File: src/rtl/mem_access_unit.sv
// rtl/mem_access_unit.sv - MEM-stage data-memory access controller with stall, alignment and timeout handling
module mem_access_unit #(
    parameter int data_size   = 32,
    parameter int TIMEOUT_CYC = 16,
    parameter int CNT_W       = 5
) (
    input  logic                 clk,
    input  logic                 rst,
    input  logic                 M_MemRead,
    input  logic                 M_MemWrite,
    input  logic [data_size-1:0] M_ALU_result,
    input  logic [data_size-1:0] M_Store_Data,
    output logic                 DM_req,
    output logic                 DM_we,
    output logic [data_size-1:0] DM_addr,
    output logic [data_size-1:0] DM_wdata,
    input  logic                 DM_ack,
    input  logic [data_size-1:0] DM_rdata,
    output logic [data_size-1:0] M_DM_Read_Data,
    output logic                 mem_stall,
    output logic                 M_WBWrite,
    output logic                 align_err,
    output logic                 timeout_err
);

    typedef enum logic [1:0] {
        IDLE = 2'd0,
        REQ  = 2'd1,
        DONE = 2'd2
    } state_t;

    state_t               state_q, state_d;
    logic [CNT_W-1:0]     cnt_q, cnt_d;
    logic [data_size-1:0] rdata_q, rdata_d;
    logic                 align_q, align_d;
    logic                 tout_q, tout_d;

    logic op;
    logic is_write;
    logic misaligned;
    logic timeout_hit;

    // A store takes priority when both MemRead and MemWrite are raised.
    assign op          = M_MemRead | M_MemWrite;
    assign is_write    = M_MemWrite;
    assign misaligned  = (M_ALU_result[1:0] != 2'b00);
    assign timeout_hit = (cnt_q == CNT_W'(TIMEOUT_CYC - 1));

    // State, timeout counter, load data and error flags; reset drops DM_req immediately.
    always_ff @(posedge clk or posedge rst) begin
        if (rst) begin
            state_q <= IDLE;
            cnt_q   <= '0;
            rdata_q <= '0;
            align_q <= 1'b0;
            tout_q  <= 1'b0;
        end else begin
            state_q <= state_d;
            cnt_q   <= cnt_d;
            rdata_q <= rdata_d;
            align_q <= align_d;
            tout_q  <= tout_d;
        end
    end

    // Next-state, stall and request decode; error flags are armed only on entry to DONE.
    always_comb begin
        state_d   = state_q;
        cnt_d     = cnt_q;
        rdata_d   = rdata_q;
        align_d   = 1'b0;
        tout_d    = 1'b0;
        DM_req    = 1'b0;
        mem_stall = 1'b0;
        case (state_q)
            IDLE: begin
                if (op) begin
                    mem_stall = 1'b1;
                    if (misaligned) begin
                        state_d = DONE;
                        align_d = 1'b1;
                        rdata_d = '0;
                    end else begin
                        state_d = REQ;
                        cnt_d   = '0;
                    end
                end
            end
            REQ: begin
                DM_req    = 1'b1;
                mem_stall = 1'b1;
                if (DM_ack) begin
                    state_d = DONE;
                    rdata_d = is_write ? '0 : DM_rdata;
                end else if (timeout_hit) begin
                    state_d = DONE;
                    rdata_d = '0;
                    tout_d  = 1'b1;
                end else begin
                    cnt_d = cnt_q + 1'b1;
                end
            end
            DONE: begin
                state_d = IDLE;
            end
            default: begin
                state_d = IDLE;
            end
        endcase
    end

    assign DM_we          = DM_req & is_write;
    assign DM_addr        = {M_ALU_result[data_size-1:2], 2'b00};
    assign DM_wdata       = M_Store_Data;
    assign M_DM_Read_Data = rdata_q;
    assign M_WBWrite      = ~mem_stall;
    assign align_err      = align_q;
    assign timeout_err    = tout_q;

endmodule
File: config.mk
export PLATFORM = sky130hd
export DESIGN_NAME = mem_access_unit
export DESIGN_NICKNAME = d
export VERILOG_FILES = /design/src/rtl/mem_access_unit.sv
export SDC_FILE = /design/constraint.sdc
export NUM_CORES = 1
export LEC_CHECK = 0
export BUFFER_PORTS_ARGS = -buffer_cell sky130_fd_sc_hd__buf_2
export CAP_MARGIN = 5
export CORE_MARGIN = 3
export CORE_UTILIZATION = 39
export DETAILED_ROUTE_END_ITERATION = 10
export HOLD_SLACK_MARGIN = 0.08
export PLACE_DENSITY = 0.86
export SYNTH_ARGS = -nofsm -noshare
export SYNTH_HDL_FRONTEND = slang
export SYNTH_SLANG_ARGS = --single-unit
File: constraint.sdc
create_clock -name clk -period 5.32 [get_ports clk]
set_clock_uncertainty 0.1 [all_clocks]
set_input_delay 0.266 -clock clk [delete_from_list [all_inputs] [get_ports clk]]
set_output_delay 0.266 -clock clk [all_outputs]
set_load 0.005 [all_outputs]
==> metrics.txt <==
Slew @ Worst Pin around 0.72 ns; worst vdd ir around 0.12 mV; Tmin final approximately 2.7 ns; Synth Flop Type dfrtp_1; final net count a little over 300; reg2reg start cnt_q[0]; Synth top area share 49.40%; worst-path fanout max 17; Seq/Total Area, Yosys 49.40%; initial antenna violation count 0; async set or reset register ratio after synthesis between 90% and 100%; share of cells above drive strength 1 44.50%; synthesized area 2077 µm²; status completed; CP Capture Type register; CTS root buf clkbuf_8; vias 1339; Die ar. about 6200 µm²; reg2reg path depth 7; YS warnings 0; largest net degree at the start of global routing 42; Core ar. 4942 µm²; Post-route DRC 0; post-CTS setup buffer count 0; period utilisation layout 50.12%; P per Cell Area 305.7 nW/µm²; element type at the critical path start register; worst slack, placed roughly 2.6 ns; relative slew slack 51.25%; Worst R2R End M_DM_Read_Data[19]; Max Freq ~380 MHz; average size of a mapped cell 11.48 µm²; Worst Slack Setup Final 2.654 ns; Die H 78.98 µm; clock slew seen by the registers of the worst setup and hold paths roughly 0.070 ns; cts hold-fix bufs 2; post-synthesis cell count roughly 180; Detailed Route Iter0 Violations 34; final hold vios 0; drt first pass iters 4; Post-synth EDFFs 0; max_cap viols 0; hold wc startpoint DM_rdata[16]; final instance area about 2200 µm²; Detailed Place HPWL between 3000 and 4000 µm; hold path endpoint M_DM_Read_Data[16]; Area after DPL about 2000 µm²; io pins about 200; register bit total from synthesis 41; H-tree levels 2; number of global-route vias before repair approximately 1300; Setup TNS 0 ns; synth-to-layout area growth 4.699%; Initial Util 42.03%; n_diodes 0; worst hold path type in2reg; hold-critical path depth 2; Post-DRT Antenna Nets 0; CTS Buf Count 5; Static Leakage 1.205 nW; final setup fails 0; Rows 25; r2r setup slk roughly 2.7 ns; total wire length 4164 µm; GRT Total Usage 13.93%; drt wl/cell 15.60 µm; CTS sink cnt 41; Synth area leader dfrtp_1; CP arrival around 2.8 ns; TritonCTS clock tree done; global placement routability congestion between 0.7 and 0.8; cells taking the most area after synthesis dfrtp_1 49%, buf_4 23%, a22o_1 13%; CTS max path bufs 2; library cells used by synthesis 30; first-pass GRT wire length 6630 µm; WS Path Type reg2reg; Vias per Instance approximately 5; Skew-Pair Late Insertion Delay 0.28 ns; input/output buffers 76; Chip Width 78.98 µm; RSZ-0062 raised after global routing false; max-slew violation count 0; worst path required time 5.44 ns; GRT overflow 0; post-CTS sizing 0
-- critical path, cell delays in order, from the launching register on --
cell and delay [ns]:
dfrtp_1 0.41, ha_1 0.24, and3_1 0.19, ha_1 0.19, or3b_1 0.42, nand4bb_1 0.53, buf_4 0.35, a22o_1 0.16
-- power by group --
group	total (mW)	switching, mW	internal [mW]
Combinational	0.110	0.0578	0.0522
Clock	0.198	0.0956	0.103
Sequential	0.356	0.0201	0.336
-- layout make-up --
class | instances | area, µm²
Clock buffer | 7 | 86.33
Inverter | 7 | 26.28
Sequential cell | 41 | 1026
Tap cell | 67 | 83.83
Multi-Input combinational cell | 63 | 519.2
Fill cell | 481 | 2768
Timing Repair Buffer | 82 | 432.9
-- cell usage after synthesis, types with 2 or more instances --
| library cell | n |
|---|---|
| buf_4 | 64 |
| ha_1 | 2 |
| nor3_1 | 2 |
| nand2_1 | 3 |
| buf_2 | 7 |
| inv_1 | 7 |
| a21oi_1 | 2 |
| a22o_1 | 32 |
| dfrtp_1 | 41 |
-- cells in the final DEF, fill, tap and decap left out, drive strengths merged, types with 2 or more instances in the layout --
master,n
buf,79
dfrtp,41
a22o,32
clkbuf,7
inv,6
nand2,3
dlygate4sd3,3
nor3,2
a21oi,2
ha,2
conb,2
nor3b,2
-- metal layers --
layer	GRT usage, %	part of all wire [%]	up-vias	routed length [µm]
li1	-	-	595	-
met2	20.71	46	92	1933
met3	6.463	9.7	28	405
met1	16.03	39	624	1644
met4	9.107	4.3	0	181
met5	0	0	-	0
-- cell families (layout without fill, tap and decap cells) --
| family | after synthesis | after routing | share of synthesized area [%] |
|---|---|---|---|
| muxes | 2 | 2 | 1.205 |
| AOI/OAI and AO/OA | 40 | 40 | 16.57 |
| adders and majority gates | 2 | 2 | 1.205 |
| and+or+nand+nor | 17 | 17 | 5.362 |
| DFF | 41 | 41 | 49.40 |
| other | 1 | 2 | 0.1805 |
| buffers and inverters | 78 | 96 | 26.08 |
-- state kept, by name (all words and copies together) (netlist names) --
| name | cells |
|---|---|
| state_q | 2 |
| align_err | 1 |
| timeout_err | 1 |
| cnt_q | 5 |
| M_DM_Read_Data | 32 |
-- metrics by stage --
step | hold slack [ns] | std cells | power, mW | util, %
2_1_floorplan | 0.2358 | 182 | 0.4598 | -
3_3_place_gp | 0.3011 | 257 | 0.4671 | 41.65
3_5_place_dp | 0.3111 | 257 | 0.4716 | 41.65
4_1_cts | 0.08838 | 266 | 0.6739 | 43.80
5_1_grt | 0.08179 | 267 | 0.7104 | 44.00
6_report | 0.1017 | 267 | 0.6648 | 44.00
-- worst max path at each step --
stage,endpoint,depth (start not counted),start,slack (ns)
floorplan,cnt_q[4],6,cnt_q[0],3.06
global placement,M_DM_Read_Data[26],7,cnt_q[0],2.74
detailed placement,M_DM_Read_Data[19],7,cnt_q[0],2.65
CTS,M_DM_Read_Data[13],7,cnt_q[0],2.65
global route,M_DM_Read_Data[10],7,cnt_q[0],2.46
finish,M_DM_Read_Data[19],7,cnt_q[0],2.65
(Power assumes the default switching activity.)
